==> config.mk <==
export PLATFORM = sky130hd
export DESIGN_NAME = bram_reader_flat
export DESIGN_NICKNAME = d
export VERILOG_FILES = /design/src/rtl/bram_pkg.sv /design/src/rtl/bram_reader_if.sv /design/src/rtl/bram_reader_skid_buffer.sv /design/src/rtl/bram_reader.sv /design/src/flat_wrapper.sv
export SDC_FILE = /design/constraint.sdc
export NUM_CORES = 1
export LEC_CHECK = 0
export BUFFER_PORTS_ARGS = -buffer_cell sky130_fd_sc_hd__buf_2
export CAP_MARGIN = 15
export CORE_MARGIN = 2
export CORE_UTILIZATION = 62
export DETAILED_ROUTE_END_ITERATION = 8
export PLACE_DENSITY_LB_ADDON = 0.15
export SYNTH_ARGS = -nofsm -noshare
export SYNTH_HDL_FRONTEND = slang
export SYNTH_SLANG_ARGS = --single-unit
==> constraint.sdc <==
create_clock -name clk -period 3.9 [get_ports clk]
set_clock_uncertainty 0.15 [all_clocks]
set_input_delay 0.78 -clock clk [delete_from_list [all_inputs] [get_ports clk]]
set_output_delay 0.78 -clock clk [all_outputs]
set_load 0.01 [all_outputs]
==> src/rtl/bram_pkg.sv <==
// Shared BRAM word/address parameters and the burst reader state type.
package bram_pkg;

    localparam int BRAM_WORD_BITS = 8;
    localparam int BRAM_NUM_WORDS = 128;
    localparam int BRAM_ADDR_BITS = 7;

    typedef enum logic [1:0] {
        ST_IDLE  = 2'd0,
        ST_READ  = 2'd1,
        ST_DRAIN = 2'd2
    } reader_state_e;

endpackage : bram_pkg

==> src/rtl/bram_reader_if.sv <==
// Command, BRAM read port and output stream of the burst reader.
// The slave modport is the reader's view; master is the surrounding logic.
interface bram_reader_if
    import bram_pkg::*;
#(
    parameter int WordLengthBits   = BRAM_WORD_BITS,
    parameter int AddressWidthBits = BRAM_ADDR_BITS
) ();

    logic                        start;
    logic [AddressWidthBits-1:0] start_address;
    logic [AddressWidthBits:0]   word_count;
    logic                        busy;
    logic                        done;
    logic [AddressWidthBits-1:0] bram_address;
    logic [WordLengthBits-1:0]   bram_data;
    logic [WordLengthBits-1:0]   data;
    logic                        data_valid;
    logic                        data_ready;

    modport slave (
        input  start, start_address, word_count, bram_data, data_ready,
        output busy, done, bram_address, data, data_valid
    );

    modport master (
        output start, start_address, word_count, bram_data, data_ready,
        input  busy, done, bram_address, data, data_valid
    );

endinterface : bram_reader_if

==> src/rtl/bram_reader_skid_buffer.sv <==
// Two-entry FIFO that holds words returned by the BRAM until the consumer
// takes them. The head word stays put while the consumer stalls.
module skid_buffer #(
    parameter int WordLengthBits = 8
) (
    input  logic                      clk,
    input  logic                      rst,
    input  logic                      push_i,
    input  logic [WordLengthBits-1:0] push_data_i,
    input  logic                      pop_i,
    output logic                      valid_o,
    output logic [WordLengthBits-1:0] data_o,
    output logic [1:0]                count_o
);

    logic                      rd_ptr_q;
    logic                      wr_ptr_q;
    logic [1:0]                count_q;
    logic [WordLengthBits-1:0] entry [2];

    genvar gi;
    generate
        for (gi = 0; gi < 2; gi++) begin : g_entry
            logic [WordLengthBits-1:0] entry_q;

            // Capture the returning BRAM word into the slot the write pointer selects.
            always_ff @(posedge clk) begin
                if (rst) begin
                    entry_q <= '0;
                end else if (push_i && (wr_ptr_q == 1'(gi))) begin
                    entry_q <= push_data_i;
                end
            end

            assign entry[gi] = entry_q;
        end
    endgenerate

    // Pointer and occupancy bookkeeping; push and pop may coincide.
    always_ff @(posedge clk) begin
        if (rst) begin
            rd_ptr_q <= 1'b0;
            wr_ptr_q <= 1'b0;
            count_q  <= 2'd0;
        end else begin
            if (push_i) begin
                wr_ptr_q <= ~wr_ptr_q;
            end
            if (pop_i) begin
                rd_ptr_q <= ~rd_ptr_q;
            end
            count_q <= count_q + 2'(push_i) - 2'(pop_i);
        end
    end

    assign valid_o = (count_q != 2'd0);
    assign data_o  = entry[rd_ptr_q];
    assign count_o = count_q;

endmodule : skid_buffer

==> src/rtl/bram_reader.sv <==
// Burst reader: streams word_count consecutive BRAM words, starting at
// start_address and wrapping at the top of memory, onto a valid/ready stream.
// The first address goes to the BRAM on the accepting cycle so the first word
// is presented two cycles after the accepting edge.
module bram_reader
    import bram_pkg::*;
#(
    parameter int WordLengthBits   = BRAM_WORD_BITS,
    parameter int NumWords         = BRAM_NUM_WORDS,
    parameter int AddressWidthBits = BRAM_ADDR_BITS
) (
    input  logic          clk,
    input  logic          rst,
    bram_reader_if.slave  rd_bus
);

    reader_state_e               state_q,    state_d;
    logic [AddressWidthBits-1:0] addr_q,     addr_d;
    logic [AddressWidthBits:0]   to_issue_q, to_issue_d;
    logic [AddressWidthBits:0]   to_xfer_q,  to_xfer_d;
    logic                        inflight_q, inflight_d;
    logic                        done_q,     done_d;

    logic [AddressWidthBits-1:0] bram_addr_c;
    logic                        buf_valid;
    logic [WordLengthBits-1:0]   buf_data;
    logic [1:0]                  buf_count;
    logic                        pop;
    logic [2:0]                  occ_after;
    logic                        room;

    function automatic logic [AddressWidthBits-1:0] wrap_inc(
        input logic [AddressWidthBits-1:0] a
    );
        return (a == AddressWidthBits'(NumWords - 1)) ? '0 : a + 1'b1;
    endfunction

    skid_buffer #(
        .WordLengthBits (WordLengthBits)
    ) u_skid_buffer (
        .clk         (clk),
        .rst         (rst),
        .push_i      (inflight_q),
        .push_data_i (rd_bus.bram_data),
        .pop_i       (pop),
        .valid_o     (buf_valid),
        .data_o      (buf_data),
        .count_o     (buf_count)
    );

    assign pop = buf_valid && rd_bus.data_ready;

    // Words held after this edge's transfer plus the read already in flight;
    // counting the departing word keeps the stream bubble-free at full rate.
    assign occ_after = {1'b0, buf_count} + {2'b0, inflight_q} - {2'b0, pop};
    assign room      = (occ_after < 3'd2);

    // Next-state, read issue and completion decisions.
    always_comb begin
        state_d     = state_q;
        addr_d      = addr_q;
        to_issue_d  = to_issue_q;
        to_xfer_d   = to_xfer_q;
        inflight_d  = 1'b0;
        done_d      = 1'b0;
        bram_addr_c = addr_q;

        unique case (state_q)
            ST_IDLE: begin
                if (rd_bus.start) begin
                    if (rd_bus.word_count == '0) begin
                        done_d = 1'b1;
                    end else begin
                        bram_addr_c = rd_bus.start_address;
                        inflight_d  = 1'b1;
                        addr_d      = wrap_inc(rd_bus.start_address);
                        to_issue_d  = rd_bus.word_count - 1'b1;
                        to_xfer_d   = rd_bus.word_count;
                        state_d     = (rd_bus.word_count == 1) ? ST_DRAIN : ST_READ;
                    end
                end
            end
            ST_READ: begin
                if (pop) begin
                    to_xfer_d = to_xfer_q - 1'b1;
                end
                if (room) begin
                    inflight_d = 1'b1;
                    addr_d     = wrap_inc(addr_q);
                    to_issue_d = to_issue_q - 1'b1;
                    if (to_issue_q == 1) begin
                        state_d = ST_DRAIN;
                    end
                end
            end
            ST_DRAIN: begin
                if (pop) begin
                    to_xfer_d = to_xfer_q - 1'b1;
                    if (to_xfer_q == 1) begin
                        state_d = ST_IDLE;
                        done_d  = 1'b1;
                    end
                end
            end
            default: begin
                state_d = ST_IDLE;
            end
        endcase
    end

    // State and burst bookkeeping registers; reset drops any burst in progress.
    always_ff @(posedge clk) begin
        if (rst) begin
            state_q    <= ST_IDLE;
            addr_q     <= '0;
            to_issue_q <= '0;
            to_xfer_q  <= '0;
            inflight_q <= 1'b0;
            done_q     <= 1'b0;
        end else begin
            state_q    <= state_d;
            addr_q     <= addr_d;
            to_issue_q <= to_issue_d;
            to_xfer_q  <= to_xfer_d;
            inflight_q <= inflight_d;
            done_q     <= done_d;
        end
    end

    // Address stays at zero while reset is held, even if start is asserted.
    assign rd_bus.bram_address = rst ? '0 : bram_addr_c;
    assign rd_bus.busy         = (state_q != ST_IDLE);
    assign rd_bus.done         = done_q;
    assign rd_bus.data         = buf_data;
    assign rd_bus.data_valid   = buf_valid;

endmodule : bram_reader

==> src/flat_wrapper.sv <==
// flat-port wrapper written by rule: the top's interface ports become plain ports
module bram_reader_flat import bram_pkg::*;
#(
    parameter int WordLengthBits   = BRAM_WORD_BITS,
    parameter int NumWords         = BRAM_NUM_WORDS,
    parameter int AddressWidthBits = BRAM_ADDR_BITS
)
  (clk, rst, rd_bus_start, rd_bus_start_address, rd_bus_word_count, rd_bus_bram_data, rd_bus_data_ready, rd_bus_busy, rd_bus_done, rd_bus_bram_address, rd_bus_data, rd_bus_data_valid);
  bram_reader_if #(.WordLengthBits(WordLengthBits), .AddressWidthBits(AddressWidthBits)) rd_bus_i ();
  input  logic clk;
  input  logic rst;
  input wire logic [$bits(rd_bus_i.start)-1:0] rd_bus_start;
  input wire logic [$bits(rd_bus_i.start_address)-1:0] rd_bus_start_address;
  input wire logic [$bits(rd_bus_i.word_count)-1:0] rd_bus_word_count;
  input wire logic [$bits(rd_bus_i.bram_data)-1:0] rd_bus_bram_data;
  input wire logic [$bits(rd_bus_i.data_ready)-1:0] rd_bus_data_ready;
  output wire logic [$bits(rd_bus_i.busy)-1:0] rd_bus_busy;
  output wire logic [$bits(rd_bus_i.done)-1:0] rd_bus_done;
  output wire logic [$bits(rd_bus_i.bram_address)-1:0] rd_bus_bram_address;
  output wire logic [$bits(rd_bus_i.data)-1:0] rd_bus_data;
  output wire logic [$bits(rd_bus_i.data_valid)-1:0] rd_bus_data_valid;
  assign rd_bus_i.start = rd_bus_start;
  assign rd_bus_i.start_address = rd_bus_start_address;
  assign rd_bus_i.word_count = rd_bus_word_count;
  assign rd_bus_i.bram_data = rd_bus_bram_data;
  assign rd_bus_i.data_ready = rd_bus_data_ready;
  assign rd_bus_busy = rd_bus_i.busy;
  assign rd_bus_done = rd_bus_i.done;
  assign rd_bus_bram_address = rd_bus_i.bram_address;
  assign rd_bus_data = rd_bus_i.data;
  assign rd_bus_data_valid = rd_bus_i.data_valid;
  bram_reader #(.WordLengthBits(WordLengthBits), .NumWords(NumWords), .AddressWidthBits(AddressWidthBits)) u_core (.clk(clk), .rst(rst), .rd_bus(rd_bus_i));
endmodule
### After elaboration in Yosys (flattened, before gate mapping)

Cells that the tools add are included.

* logic and storage cells: 90
* bits in latches: 0
* register bits after elaboration: 47
* memories kept: 0
* ROM bits: 0
* output and inout port bits: 18
* bits of input ports: 27
* memory bits (writable): 0

* multiplexer cells: 38
* shifts and indexed selects: 0
* reduce and logical (&&, ||, !) cells: 13
* eq/ne operators: 14
* add/subtract/negate cells: 9
* bitwise logic cells: 3
* multiply operators: 0
* $lt $le $gt $ge: 2
* divide/modulo/power cells: 0

Operator list (number)
* 8-bit two-way mux: 9
* 7-bit two-way mux: 9
* 8-bit case mux with 2 select lines: 2
* 8-bit by 1-bit equality test with 1-bit output (second input constant): 3
* 8-bit by 1-bit subtractor with 8-bit output (second input constant): 3
* 7-bit by 1-bit adder with 7-bit output (second input constant): 2
* 7-bit equality test (second input constant): 2
* 2-bit two-way mux: 7
* 7-bit case mux with 2 select lines: 1
* 2-bit by 1-bit inequality test with 1-bit output (second input constant): 5
* 8-bit zero test: 1
* 4-bit AND reduction: 2
* 2-bit nonzero test: 4
* 1-bit two-way mux: 7
* 2-bit case mux with 3 select lines: 1
* 6-bit AND reduction: 1
* 2-bit inequality test (second input constant): 2
* 1-bit case mux with 2 select lines: 2
* 2-bit by 1-bit adder with 3-bit output: 1
* 1-bit logical AND: 3
* 3-bit by 2-bit less-than comparator with 1-bit output (second input constant): 1
* 3-bit by 1-bit subtractor with 3-bit output: 1
* 2-bit by 1-bit adder with 2-bit output: 1
* 2-bit by 1-bit equality test with 1-bit output (second input constant): 1
* 7 further kinds: 8

### Longest topological paths before layout

Gate-level depths: netlist of the first run.

* word-level depth: 6
* gate-level depth with buffers: 11
* depth with buffers taken out: 10

### Cells and area by module

A second synthesis of the first run with hierarchy kept.

* cells, all modules: 381
* area total of the unflattened synthesis: 2991.6 um^2

By module, submodules not included
* bram_reader: area each 2137.0 um^2, cells each 282, instances 1, sequential area each 540.5 um^2
* skid_buffer: area each 854.6 um^2, cells each 99, instances 1, sequential area each 400.4 um^2

### Worst setup path before layout of the first run

OpenSTA, ideal clock, no wires.

* path kind: input to output
* start point: input rd_bus_word_count[0]
* end point: output rd_bus_bram_address[0]
* buffers on the path: 0
* stages: 6
* path slack: 1.019 ns
* data arrival time: 1.951 ns
* required time: 2.970 ns
* cells stage by stage: inv_1 -> ha_1 -> nor3b_2 -> a21oi_2 -> mux2i_1 -> nor2_1

* longest elaborated chain between the ends: 5

Ends and longest elaborated chain
* start, declared: RTL line flat_wrapper.sv:14 `input wire logic [$bits(rd_bus_i.word_count)-1:0] rd_bus_word_count;`
* 8-bit zero test: RTL line bram_reader.sv:71 `if (rd_bus.word_count == '0) begin`
* 7-bit two-way mux: RTL line bram_reader.sv:71
* 7-bit two-way mux: RTL line bram_reader.sv:70 `if (rd_bus.start) begin`
* 7-bit two-way mux: RTL line bram_reader.sv:68 `unique case (state_q)`
* 7-bit two-way mux: RTL line bram_reader.sv:131 `assign rd_bus.bram_address = rst ? '0 : bram_addr_c;`
* end, declared: RTL line flat_wrapper.sv:19 `output wire logic [$bits(rd_bus_i.bram_address)-1:0] rd_bus_bram_address;`

Every way passes these cells.

### Worst setup path in the final report of the first run

* start point: input rd_bus_word_count[0]
* end point: output rd_bus_bram_address[2]

Same word-level chain as after synthesis.

==> results by stage, run 1 <==
Placement:
- The detailed placer's ending HPWL is 5670 µm.
- During placement, the flow inserted port buffers numbering 44.
- Once placement finished, the instance area stood at 0.00335 mm².
- Routability-driven placement finished with a final weighted congestion of 0.838.
- The pre-CTS setup slack is 0.433 ns.

Floorplan:
- Once the floorplan was initialized, standard cells occupied 65.3% of the core.
- The top-level port count is 45.
- The die span in y is 75.0 µm.
- The die width is 75.0 µm.
- The core footprint is 0.00479 mm².
- The die covers about 0.0056 mm².
- The floorplan has 25 rows.

Timing:
- Setup repair after global routing left no endpoint under its margin.
- The relative max-transition margin is 42.8%.
- The number of hold-slack violations in the final timing report is 0.
- The slew at the pin with the worst max-slew slack is 0.858 ns.
- The count of final setup violators is 0.
- The final critical-path required period is 3.44 ns.
- In the post-route analysis, the smallest setup slack over all paths is 0.460 ns.
- After layout, the worst path uses 88.2% of the clock period.
- Summed over all failing endpoints, the final setup total negative slack is 0 ns.
- The final number of max-transition violations came to 0.
- Timing would allow up to 291 MHz.

Clock network:
- The number of gates resized after CTS was 0.
- Clock-pin slew was measured on the worst setup and hold paths at roughly 0.10 ns.
- Buffers added to address setup during post-CTS repair amount to 0.
- The clock latency of the later-clocked register in the worst-skew pair is 0.31 ns.
- Buffers inserted during clock tree synthesis total 5.
- After clock tree synthesis, the flow added hold-fix buffers numbering 0.
- The tree is rooted in a sky130_fd_sc_hd__clkbuf_8.
- In this run the number of H-tree levels came out at 2.
- The clock tree from TritonCTS is done.
- The maximum clock insertion buffer count is 2.
- The clock net in this run drives a total of 47 sinks.

Synth:
- The synthesized area divided by synthesized cell count is 7.98 µm².
- Synthesis produced a netlist with a net count of 432.
- The sequential area share after synthesis is 30.1%.
- For this run, asynchronously set or reset flops after synthesis account for 0%.
- The total standard cell area after synthesis is 0.00313 mm².
- Yosys mapped the design onto 62 distinct sky130hd cell types.
- The flip-flop and latch count after synthesis is 47.
- The post-synthesis cell count is 392.
- The flip-flop cell with the highest count after synthesis is sky130_fd_sc_hd__dfxtp_1.
- During synthesis, Yosys emitted a total of 0 warnings.
- The count of flip-flops with a built-in enable after synthesis is 0.

GRT:
- The initial antenna violation count is 0.
- The via count of the first global-routing pass is 2724.
- Entering global routing, the biggest net connects 31 pins.
- The wire length of the first global-routing pass is 12700 µm.
- The overall global routing resource usage is 29.0%.
- Global routing finished with a remaining overflow of 0.

Critical path:
- The critical path's most frequent cell is sky130_fd_sc_hd__buf_2.
- Traced cell by cell, the critical path runs through buf_2 -> inv_1 -> ha_1 -> nor3b_2 -> a21oi_2 -> mux2i_1 -> nor2_1 -> buf_2.
- Data arrives at the worst endpoint at between 2 and 3 ns.
- The worst setup path is launched from an input port.
- The maximum single-stage delay on the critical path is around 0.52 ns.
- The maximum fanout along the worst path is 8.
- The library cell contributing the largest single delay on the critical path is sky130_fd_sc_hd__a21oi_2.
- By startpoint and endpoint, the worst setup path is classified as in -> out.
- The data required time of the critical path is 2.97 ns.
- STA classifies the critical path endpoint as an output pin.

Cells and area:
- At the end of the flow, the number of nets in the layout was 462.
- The number of antenna diodes in the final layout is 0.
- The fraction of layout instances using a drive strength above 1 is between 10% and 20%.
- With fillers left out, the area of the finished cells amounts to 0.00347 mm².
- The area growth from synthesis to layout is 10.8%.

Route:
- The detail route stage leaves a number of antenna-violating nets equal to 0.
- After detailed routing, the average wire length per cell comes to 16.4 µm.
- The iteration count of the initial detailed-routing pass is 5.
- The violation count after the first detailed-routing iteration is 196.
- Using the TritonRoute via totals, the vias-per-cell ratio works out to between 6 and 7.
- For this block, the routed nets add up to between 8000 and 9000 µm of wire.
- The number of remaining DRC errors is 0.
- The via count is between 3000 and 4000.

Power and ir drop:
- The total power divided by cell area is 775 mW/mm².
- Summed over all cells, the static leakage comes to about 1.3 nW.
- The highest ir drop seen on vdd is about 0.00060 V.

Min path:
- The min-delay analysis places its worst path in the category reg -> reg.

Run:
- The max-capacitance violation count is 0.

Status:
- The flow ran to the end, and the final reports show no timing, DRC or antenna violations.
[where the power goes]
part / switching, W / internal (W)
registers: 0.000181 / 0.000631
logic: 0.000890 / 0.000609
clock network: 0.000182 / 0.000193
[synthesized netlist by cell type, types with 3 or more instances]
master	number	area (µm²)
sky130_fd_sc_hd__dfxtp_1	47	941
sky130_fd_sc_hd__nand2_1	42	158
sky130_fd_sc_hd__a21oi_1	40	200
sky130_fd_sc_hd__nand3_1	23	115
sky130_fd_sc_hd__nor2_1	20	75.1
sky130_fd_sc_hd__inv_1	16	60.1
sky130_fd_sc_hd__o21ai_0	14	70.1
sky130_fd_sc_hd__clkbuf_1	13	48.8
sky130_fd_sc_hd__ha_1	12	150
sky130_fd_sc_hd__mux2i_1	11	110
sky130_fd_sc_hd__nor2b_1	10	62.6
sky130_fd_sc_hd__mux2_2	9	101
sky130_fd_sc_hd__nor3_1	9	45.0
sky130_fd_sc_hd__or3_1	8	50.1
sky130_fd_sc_hd__a31oi_1	7	43.8
sky130_fd_sc_hd__buf_2	7	35.0
sky130_fd_sc_hd__o311ai_0	6	52.6
sky130_fd_sc_hd__nand2b_1	5	31.3
sky130_fd_sc_hd__o21ai_1	5	25.0
sky130_fd_sc_hd__o31ai_1	5	37.5
sky130_fd_sc_hd__o41ai_1	5	43.8
sky130_fd_sc_hd__xnor2_1	5	43.8
sky130_fd_sc_hd__a311oi_1	4	35.0
sky130_fd_sc_hd__or2_2	4	25.0
sky130_fd_sc_hd__xor2_1	4	35.0
sky130_fd_sc_hd__a21boi_0	3	22.5
sky130_fd_sc_hd__buf_1	3	11.3
sky130_fd_sc_hd__nand3b_1	3	22.5
sky130_fd_sc_hd__nor4_1	3	18.8
sky130_fd_sc_hd__o2111ai_1	3	26.3
sky130_fd_sc_hd__o21a_1	3	22.5
sky130_fd_sc_hd__o32ai_1	3	26.3
sky130_fd_sc_hd__or4_1	3	22.5
[layout by cell type (no fill, tap or decap), types with 6 or more instances in the layout]
cell and n:
sky130_fd_sc_hd__o311ai_0 6, sky130_fd_sc_hd__or3_1 8, sky130_fd_sc_hd__nor2b_1 10, sky130_fd_sc_hd__o21ai_0 14
sky130_fd_sc_hd__nand2_1 42, sky130_fd_sc_hd__mux2i_1 11, sky130_fd_sc_hd__buf_2 44, sky130_fd_sc_hd__a31oi_1 7
sky130_fd_sc_hd__mux2_2 9, sky130_fd_sc_hd__nor3_1 9, sky130_fd_sc_hd__nor2_1 20, sky130_fd_sc_hd__nand3_1 23
sky130_fd_sc_hd__ha_1 12, sky130_fd_sc_hd__dfxtp_1 47, sky130_fd_sc_hd__a21oi_1 40, sky130_fd_sc_hd__inv_1 16
[per-stage QoR]
stage	hold slack, ns	cells	utilization, %	power, W
final	0.307	490	72.4	0.00269
after global routing	0.329	490	72.4	0.00289
after CTS	0.310	490	72.4	0.00265
after detailed placement	0.296	482	70.0	0.00227
after global placement	0.289	482	70.0	0.00223
after floorplan	0.283	392	-	0.00191
[final cells by class]
type / instances / area (µm²)
multi-input cells: 304 / 2020
flip-flops and latches: 47 / 941
clock buffers: 5 / 68.8
repair buffers: 48 / 250
well taps: 67 / 83.8
clock inverters: 3 / 46.3
fillers: 388 / 1320
inverters: 16 / 60.1
[kinds of logic (layout without fill, tap and decap cells)]
family / Yosys count / count (layout) / synth area share (%)
AO/OA/AOI/OAI: 118 / 118 / 25.4
XOR/XNOR: 9 / 9 / 2.52
adder cells (fa/ha/maj): 13 / 13 / 5.44
buffers and inverters: 41 / 72 / 5.44
flip-flops: 47 / 47 / 30.1
multiplexers: 20 / 20 / 6.76
AND/OR/NAND/NOR: 144 / 144 / 24.3
[worst paths after layout]
kind | end | start | cells after the start | slack, ns
worst max-delay path | rd_bus_bram_address[2] | rd_bus_word_count[0] | 8 | 0.46
worst min-delay path | u_core.u_skid_buffer.g_entry[0].entry_q[5] | u_core.u_skid_buffer.g_entry[0].entry_q[5] | 2 | 0.31
worst max register to register | u_core.addr_q[6] | u_core.u_skid_buffer.count_o[1] | 10 | 0.63
worst min register to register | u_core.u_skid_buffer.g_entry[0].entry_q[5] | u_core.u_skid_buffer.g_entry[0].entry_q[5] | 2 | 0.31
[critical path, delay by kind of cell]
| family | cells | cell delay, ns |
|---|---|---|
| buffers and inverters | 3 | 0.37 |
| AOI/OAI and AO/OA | 1 | 0.52 |
| muxes | 1 | 0.28 |
| adders and majority gates | 1 | 0.28 |
| and+or+nand+nor | 2 | 0.28 |
[routing by layer]
| metal | track usage (%) | part of all wire (%) |
|---|---|---|
| met3 | 4.95 | 8.0 |
| met4 | 8.73 | 1.4 |
| met1 | 39.9 | 43 |
| met2 | 46.7 | 48 |
| met5 | 0 | 0 |
[sequential cells by signal, summed over array words and instances (netlist names)]
signal / flops
u_core.addr_q: 7
u_core.inflight_q: 1
u_core.rd_bus.done: 1
u_core.state_q: 2
u_core.to_issue_q: 8
u_core.to_xfer_q: 8
u_core.u_skid_buffer.count_o: 2
u_core.u_skid_buffer.g_entry.entry_q: 16
u_core.u_skid_buffer.rd_ptr_q: 1
u_core.u_skid_buffer.wr_ptr_q: 1
Note: power is estimated with default switching activity, not from simulation.
==> run 2: changes to the inputs <==
--- a/config.mk
+++ b/config.mk
@@ -10,7 +10,10 @@
 export CORE_MARGIN = 2
 export CORE_UTILIZATION = 62
 export DETAILED_ROUTE_END_ITERATION = 8
+export MAX_ROUTING_LAYER = met4
 export PLACE_DENSITY_LB_ADDON = 0.15
+export REMOVE_ABC_BUFFERS = 1
+export SKIP_CTS_REPAIR_TIMING = 1
 export SYNTH_ARGS = -nofsm -noshare
 export SYNTH_HDL_FRONTEND = slang
 export SYNTH_SLANG_ARGS = --single-unit
==> results by stage, run 2 (same netlist as run 1, synthesis figures left out) <==
GRT:
- The maximum number of pins on one net before global-route repair is 32 (+3.2%).
- The initial antenna violation count is 0 (unchanged).
- The overall global routing resource usage is 29.9% (+0.93 points).
- The sum of overflow across all layers after global routing is 0 (unchanged).
- The via count of the first global-routing pass was 2677 (-1.7%).
- The wire length of the first global-routing pass is 12700 µm (+0.32%).

Floorplan:
- The die width is 75.0 µm (unchanged).
- The total number of placement rows is 25 (unchanged).
- The core footprint is 0.00479 mm² (unchanged).
- The initial core utilization was 65.3% (unchanged).
- The top-level port count came to 45 (unchanged).
- The floorplan die area came to 0.00563 mm² (unchanged).
- The die span in y is 75.0 µm (unchanged).

Timing:
- The relative max-transition margin is 54.8% (+12 points).
- The setup total negative slack came to 0 ns (unchanged).
- Setup repair after global routing left no endpoint under its margin.
- The number of hold-slack violations in the final timing report is 0 (unchanged).
- The period utilization is 88.1% (-0.089 points).
- The final critical-path required period is 3.44 ns (-0.00349 ns).
- The final number of max-transition violations is 0 (unchanged).
- The maximum operating frequency is 291 MHz (+0.10%).
- The count of final setup violators is 0 (unchanged).
- The slew at the pin with the worst max-slew slack came to 0.678 ns (-0.180 ns).

Cells and area:
- The count of nets after finishing was 464 (+0.43%).
- The largest registers in the layout are u_core.u_skid_buffer.g_entry.entry_q (16), u_core.to_issue_q (8), u_core.to_xfer_q (8).
- The number of antenna cells inserted came to 0 (unchanged).
- The layout overhead on the synthesized area is 11.3%.
- The register with the highest flop count is u_core.u_skid_buffer.g_entry.entry_q.
- The flip-flop count of the largest register, all copies and words added is 16 (unchanged).
- The top cell types in the final layout, fill and taps aside, are 47 x sky130_fd_sc_hd__dfxtp_1, 44 x sky130_fd_sc_hd__buf_2, 42 x sky130_fd_sc_hd__nand2_1, 40 x sky130_fd_sc_hd__a21oi_1, 23 x sky130_fd_sc_hd__nand3_1.
- The most common cell after layout, fill and taps aside is sky130_fd_sc_hd__dfxtp_1.
- The sequential cell area in the final layout came to 941 µm² (unchanged).
- The area of the multi-input gates was 0.00202 mm² (unchanged).
- The number of fill cells in the layout is 399 (+2.8%).
- The fraction of layout instances using a drive strength above 1 is 18.1% (+0.39 points).
- The post-layout instance count excluding filler cells came to 492 (+0.41%).

Critical path:
- The largest individual stage delay along the critical path comes from the cell sky130_fd_sc_hd__a21oi_2.
- The worst setup path endpoint is rd_bus_bram_address[5].
- The worst setup path is captured at an output pin.
- The critical path's most frequent cell is sky130_fd_sc_hd__buf_2.
- The maximum fanout along the worst path is 8 (unchanged).
- The destination of the worst register-to-register timing path is u_core.to_issue_q[5].
- The worst reg2reg path startpoint is u_core.u_skid_buffer.count_o[1].
- The arrival time at the worst endpoint is 2.51 ns (about the same).
- The maximum single-stage delay on the critical path came to 0.52 ns (about the same).
- The critical path start-end classification is in -> out.
- The worst-case reg-to-reg path depth is 10 (unchanged).
- The sort of element at the start of the critical path is an input port.
- In this run the worst setup path begins at rd_bus_word_count[0].
- The signal on the critical path passes through buf_2 -> inv_1 -> ha_1 -> nor3b_2 -> a21oi_2 -> mux2i_1 -> nor2_1 -> buf_2.
- The data required time of the critical path is 2.97 ns (about the same).
- The worst reg-to-reg setup slack is 0.76 ns (+0.13 ns).

Power and ir drop:
- The fraction of power spent switching nets was 46.0% (-0.61 points).
- The net switching power figure is 0.00123 W (-1.6%).
- The clock share of power was 13.8% (-0.2 points).
- The leakage power is 1.35 nW (+0.71%).
- The highest ir drop seen on vdd is 0.000492 V (-18%).
- The total internal power is 0.00145 W (+0.84%).
- The total power divided by cell area was 769 mW/mm² (-0.73%).
- The portion of total power attributed to sequential cells came to 30.2% (about the same).
- The share of total power in combinational logic is 56.1% (+0.3 points).
- The total power consumption of the routed design is 0.00268 W (-0.30%).

Min path:
- In this run the worst hold path is classified as reg -> reg.

Placement:
- The quantity of I/O buffers inserted on ports came to 44 (unchanged).
- The detailed placer's ending HPWL was 5530 µm (-2.5%).
- The last weighted congestion value of the routability-driven placer is 0.944 (+13%).
- The instance count after placement with tap cells included is 484 (+0.41%).

Clock network:
- The sink count of the clock tree is 47 (unchanged).
- The clock latency of the later-clocked register in the worst-skew pair is 0.31 ns (about the same).
- The H-tree level count came to 2 (unchanged).
- TritonCTS built the clock tree.
- The maximum clock insertion buffer count is 2 (unchanged).
- The total CTS buffers was 5 (unchanged).
- The CTS clock-pin slew for the worst setup and hold paths is 0.10 ns (about the same).
- The clock root buffer master is sky130_fd_sc_hd__clkbuf_8.

Status:
- The run finished with clean final reports.

Route:
- The number of remaining DRC errors is 0 (unchanged).
- The sum of routed wire length over all layers is 7760 µm (-3.2%).
- The violation count after the first detailed-routing iteration is 205 (+4.6%).
- The iteration count of the initial detailed-routing pass is 5 (unchanged).
- The mean number of vias per cell is 6.18 (-3.1%).
- The remaining antenna violation count is 0 (unchanged).
- The mean routed wirelength per cell is 15.8 µm (-3.6%).
- The via count came to 3040 (-2.7%).

Run:
- The max-capacitance violation count is 0 (unchanged).
[run 2: changes by cell type in the layout (fill, tap and decap cells not counted)]
cell / change
sky130_fd_sc_hd__buf_4: +2
[run 2: worst min-delay path by stage]
| stage | from | to | slack (ns) | cells past startpoint |
|---|---|---|---|---|
| 2_1_floorplan | u_core.u_skid_buffer.g_entry[1].entry_q[0] | u_core.u_skid_buffer.g_entry[1].entry_q[0] | 0.28 | 2 |
| 3_3_place_gp | u_core.u_skid_buffer.g_entry[0].entry_q[6] | u_core.u_skid_buffer.g_entry[0].entry_q[6] | 0.29 | 2 |
| 3_5_place_dp | u_core.u_skid_buffer.g_entry[1].entry_q[5] | u_core.u_skid_buffer.g_entry[1].entry_q[5] | 0.30 | 2 |
| 4_1_cts | u_core.u_skid_buffer.g_entry[0].entry_q[6] | u_core.u_skid_buffer.g_entry[0].entry_q[6] | 0.31 | 2 |
| 5_1_grt | u_core.u_skid_buffer.g_entry[0].entry_q[0] | u_core.u_skid_buffer.g_entry[0].entry_q[0] | 0.34 | 2 |
| 6_report | u_core.u_skid_buffer.g_entry[0].entry_q[6] | u_core.u_skid_buffer.g_entry[0].entry_q[6] | 0.31 | 2 |
[run 2: per-stage QoR]
step                utilization (%)  worst slack [ns]  instance area (µm²)  hold slack, ns
floorplan                         -             0.707                 3020           0.277
global placement               70.3             0.573                 3370           0.289
detailed placement             70.3             0.482                 3370           0.298
CTS                            72.7             0.475                 3480           0.313
global route                   72.7             0.396                 3480           0.338
finish                         72.7             0.464                 3480           0.310
[run 2: area by class of cell]
type	count	area share, %
Inverter	16	1.73
Tap cell	67	2.41
Sequential cell	47	27.0
Clock buffer	5	1.98
Clock inverter	3	1.33
Multi-Input combinational cell	304	57.9
Timing Repair Buffer	50	7.62
[run 2: layer usage]
metal	vias to the layer above	track usage, %	part of all wire, %
li1	1516	-	-
met1	1418	39.7	46
met2	97	48.3	48
met3	9	4.28	4.7
met4	0	7.34	1.1
met5	-	-	0
[run 2: critical path, delay by kind of cell]
kind	cells	cell delay, ns
multiplexers	1	0.27
buffers and inverters	3	0.37
adder cells (fa/ha/maj)	1	0.29
AND/OR/NAND/NOR	2	0.28
AO/OA/AOI/OAI	1	0.52
[run 2: power by group through the flow]
stage	clock network, W	logic (W)	registers (W)
after floorplan	0	0.00109	0.000762
after global placement	0	0.00145	0.000806
after detailed placement	0	0.00147	0.000812
after CTS	0.000374	0.00148	0.000800
after global routing	0.000389	0.00168	0.000830
final	0.000369	0.00150	0.000808
==> run 3: changes to the inputs <==
--- a/config.mk
+++ b/config.mk
@@ -5,6 +5,7 @@
 export SDC_FILE = /design/constraint.sdc
 export NUM_CORES = 1
 export LEC_CHECK = 0
+export ABC_AREA = 1
 export BUFFER_PORTS_ARGS = -buffer_cell sky130_fd_sc_hd__buf_2
 export CAP_MARGIN = 15
 export CORE_MARGIN = 2
==> results by stage, run 3 <==
Power and ir drop:
- The fraction of power spent switching nets is 47.3% (+1.2 points).
- The share of total power in combinational logic is 52.9% (-3.2 points).
- The net switching power figure is 0.00112 W (-9.2%).
- The highest ir drop seen on vdd is 0.000445 V (-9.6%).
- The clock share of power came to 15.7% (+1.9 points).
- The total internal power came to 0.00125 W (-14%).
- The total power consumption of the routed design is 0.00237 W (-12%).
- The leakage power is 1.67 nW (+24%).
- The total power divided by cell area is 704 mW/mm² (-8.5%).
- The portion of total power attributed to sequential cells was 31.4% (+1.2 points).

Synth:
- The post-synthesis cell count is 481 (+23%).
- After synthesis, the most frequently instantiated cells are 112 x sky130_fd_sc_hd__nor2_1, 102 x sky130_fd_sc_hd__nand2_1, 47 x sky130_fd_sc_hd__dfxtp_1, 46 x sky130_fd_sc_hd__o21ai_0, 44 x sky130_fd_sc_hd__inv_1.
- The synthesized area divided by synthesized cell count is 6.27 µm² (-21%).
- The async set or reset register ratio after synthesis is 0% (unchanged).
- The dominant cell by count in the synthesized netlist is sky130_fd_sc_hd__nor2_1.
- The distinct cell type count of the synthesized netlist is 32 (-48%).
- The flip-flop and latch count after synthesis came to 47 (unchanged).
- The total standard cell area after synthesis is 0.00301 mm² (-3.6%).
- The sequential area share after synthesis is 31.2% (+1.1 points).
- By area the synthesized netlist is led by sky130_fd_sc_hd__dfxtp_1 31%, sky130_fd_sc_hd__nor2_1 14%, sky130_fd_sc_hd__nand2_1 13%.
- The number of synthesis warnings is 0 (unchanged).
- Of all cell types, the one taking the most synthesized area is sky130_fd_sc_hd__dfxtp_1.
- The count of flip-flops with a built-in enable after synthesis came to 0 (unchanged).
- For this run, the leading register cell type out of synthesis is sky130_fd_sc_hd__dfxtp_1.
- The share of Yosys cell area claimed by the top area cell type is 31.2% (+1.1 points).

Timing:
- The final number of max-transition violations is 0 (unchanged).
- The number of hold-slack violations in the final timing report is 0 (unchanged).
- The slew at the pin with the worst max-slew slack came to 0.675 ns (-0.00250 ns).
- The setup total negative slack is 0 ns (unchanged).
- The period utilization was 82.3% (-5.9 points).
- The count of final setup violators is 0 (unchanged).
- Setup repair after global routing left no endpoint under its margin.
- The relative max-transition margin came to 54.9% (+0.12 points).
- The maximum operating frequency came to 312 MHz (+7.1%).
- The final critical-path required period is 3.21 ns (-0.228 ns).

Cells and area:
- The library cells used most frequently in the layout, excluding fill and tap cells, are 112 x sky130_fd_sc_hd__nor2_1, 102 x sky130_fd_sc_hd__nand2_1, 47 x sky130_fd_sc_hd__dfxtp_1, 46 x sky130_fd_sc_hd__o21ai_0.
- The number of fill cells in the layout was 422 (+5.8%).
- The flip-flop count of the largest register, all copies and words added is 16 (unchanged).
- The area of the multi-input gates is 0.00184 mm² (-8.8%).
- In the final layout, the registers with the most flip-flops are u_core.u_skid_buffer.g_entry.entry_q (16), u_core.to_issue_q (8), u_core.to_xfer_q (8).
- The count of nets after finishing came to 561 (+21%).
- The sequential cell area in the final layout came to 941 µm² (unchanged).
- The number of antenna cells inserted is 0 (unchanged).
- The fraction of layout instances using a drive strength above 1 is 13.2% (-4.9 points).
- Compared with the post-synthesis result, the final layout area differs by 11.6%.
- Leaving out fill and tap cells, the most frequent cell in the layout is sky130_fd_sc_hd__nor2_1.
- More flip-flops sit in one register than any other, and that register is u_core.u_skid_buffer.g_entry.entry_q.

Route:
- The iteration count of the initial detailed-routing pass is 5 (unchanged).
- The mean routed wirelength per cell is 12.4 µm (-22%).
- The remaining antenna violation count came to 0 (unchanged).
- The violation count after the first detailed-routing iteration is 290 (+41%).
- The number of remaining DRC errors was 0 (unchanged).
- The mean number of vias per cell came to 5.38 (-13%).
- The sum of routed wire length over all layers is 7120 µm (-8.2%).
- The via count was 3100 (+2.0%).

Placement:
- The detailed placer's ending HPWL is 5260 µm (-4.9%).
- The quantity of I/O buffers inserted on ports is 44 (unchanged).
- The last weighted congestion value of the routability-driven placer is 0.901 (-4.5%).

Critical path:
- The worst setup path is captured at an output pin.
- The critical path start-end classification is in -> out.
- The cell family contributing the most delay on the critical path is buffers and inverters.
- The maximum single-stage delay on the critical path is 0.28 ns (-0.24 ns).
- The beginning of the critical path is rd_bus_word_count[0].
- The sort of element at the start of the critical path is an input port.
- The worst reg2reg path startpoint is u_core.u_skid_buffer.count_o[1].
- The cell count along the critical path was 10 (+2).
- The library cell contributing the largest single delay on the critical path is sky130_fd_sc_hd__ha_1.
- The worst setup path endpoint is rd_bus_bram_address[0].
- The maximum fanout along the worst path is 9 (+1).
- The arrival time at the worst endpoint is 2.28 ns (-0.23 ns).
- The critical path buffer and inverter count is 4 (+1).
- The data required time of the critical path was 2.97 ns (about the same).
- The critical path goes through buf_2 -> inv_1 -> ha_1 -> nand2_4 -> nor2_8 -> nor2_2 -> inv_1 -> o21ai_0 -> a21oi_1 -> buf_2.
- The destination of the worst register-to-register timing path is u_core.to_issue_q[7].
- The worst-case reg-to-reg path depth is 14 (+4).
- The worst reg-to-reg setup slack is 1.01 ns (+0.25 ns).

Clock network:
- The clock latency of the later-clocked register in the worst-skew pair is 0.31 ns (about the same).
- The total CTS buffers is 5 (unchanged).
- The sink count of the clock tree is 47 (unchanged).
- TritonCTS built the clock tree.
- The clock root buffer master is sky130_fd_sc_hd__clkbuf_8.
- The CTS clock-pin slew for the worst setup and hold paths is 0.09 ns (about the same).
- The H-tree level count is 2 (unchanged).
- The maximum clock insertion buffer count came to 2 (unchanged).

GRT:
- The via count of the first global-routing pass is 2550 (-4.7%).
- The maximum number of pins on one net before global-route repair is 30 (-6.3%).
- The initial antenna violation count is 0 (unchanged).
- The overall global routing resource usage is 28.1% (-1.9 points).
- The wire length of the first global-routing pass is 11500 µm (-9.7%).
- The sum of overflow across all layers after global routing came to 0 (unchanged).

Status:
- The flow ran to the end, and the final reports show no timing, DRC or antenna violations.

Floorplan:
- The die span in y is 73.7 µm (-1.7%).
- The top-level port count came to 45 (unchanged).
- The core footprint came to 0.00469 mm² (-2.0%).
- The floorplan die area was 0.00544 mm² (-3.4%).
- The total number of placement rows is 25 (unchanged).
- The initial core utilization is 64.2% (-1.1 points).
- The die width is 73.7 µm (-1.7%).

Min path:
- The min-delay analysis places its worst path in the category reg -> reg.
- The start point of the worst min-delay path is u_core.to_xfer_q[3].

Run:
- The max-capacitance violation count is 0 (unchanged).
## run 3: cell types whose count changed in the layout (fill, tap and decap cells not counted), moves of 10 or more
| cell | change |
|---|---|
| sky130_fd_sc_hd__nand2_1 | +60 |
| sky130_fd_sc_hd__a21oi_1 | -20 |
| sky130_fd_sc_hd__nor2_1 | +92 |
| sky130_fd_sc_hd__nand3_1 | +11 |
| sky130_fd_sc_hd__o21ai_0 | +32 |
| sky130_fd_sc_hd__mux2i_1 | -11 |
| sky130_fd_sc_hd__inv_1 | +28 |
| sky130_fd_sc_hd__nor2b_1 | -10 |
## run 3: layer usage
layer  GRT usage (%)  share of wire, %
met5               -                 0
met2            43.5                47
met3            4.53               4.3
met1            38.1                48
met4            7.47               1.3
## run 3: logic make-up after synthesis
logic type	Yosys count	synth area share, %
AND/OR/NAND/NOR	272	38.8
AO/OA/AOI/OAI	83	14.2
buffers and inverters	58	7.76
flip-flops	47	31.2
adder cells (fa/ha/maj)	13	5.65
XOR/XNOR	8	2.32
## run 3: power by group through the flow
| stage | combinational (W) | sequential [W] | clock [W] |
|---|---|---|---|
| finish | 0.00125 | 0.000744 | 0.000372 |
| global route | 0.00144 | 0.000763 | 0.000399 |
| CTS | 0.00125 | 0.000741 | 0.000379 |
| detailed placement | 0.00124 | 0.000750 | 0 |
| global placement | 0.00120 | 0.000745 | 0 |
| floorplan | 0.000950 | 0.000720 | 0 |
## run 3: worst min path at each step
stage	end	slack [ns]	cells after the start
CTS	u_core.to_xfer_q[3]	0.34	2
floorplan	u_core.to_issue_q[7]	0.30	2
global route	u_core.u_skid_buffer.g_entry[1].entry_q[4]	0.36	2
detailed placement	u_core.to_issue_q[7]	0.32	2
finish	u_core.to_xfer_q[3]	0.33	2
global placement	u_core.u_skid_buffer.g_entry[1].entry_q[5]	0.31	2
## run 3: layout make-up
cell class,count,area share (%)
flip-flops and latches,47,28.0
clock inverters,3,1.41
inverters,46,5.13
multi-input cells,376,54.7
clock buffers,5,2.05
well taps,54,2.01
repair buffers,45,6.77
## run 3: worst reg2reg max path, delay by kind of cell (launching register included)
kind,cells,cell delay [ns]
buffers and inverters,2,0.17
and+or+nand+nor,8,1.17
DFF,1,0.36
adders and majority gates,2,0.63
AOI/OAI and AO/OA,2,0.34
## run 3: per-stage QoR
step | hold slack [ns] | area [µm²] | setup slack (ns) | instances | util, %
2_1_floorplan | 0.299 | 2950 | 1.10 | 469 | -
3_3_place_gp | 0.312 | 3250 | 0.742 | 568 | 69.2
3_5_place_dp | 0.320 | 3250 | 0.713 | 568 | 69.2
4_1_cts | 0.335 | 3360 | 0.714 | 576 | 71.7
5_1_grt | 0.359 | 3360 | 0.592 | 576 | 71.7
6_report | 0.332 | 3360 | 0.692 | 576 | 71.7
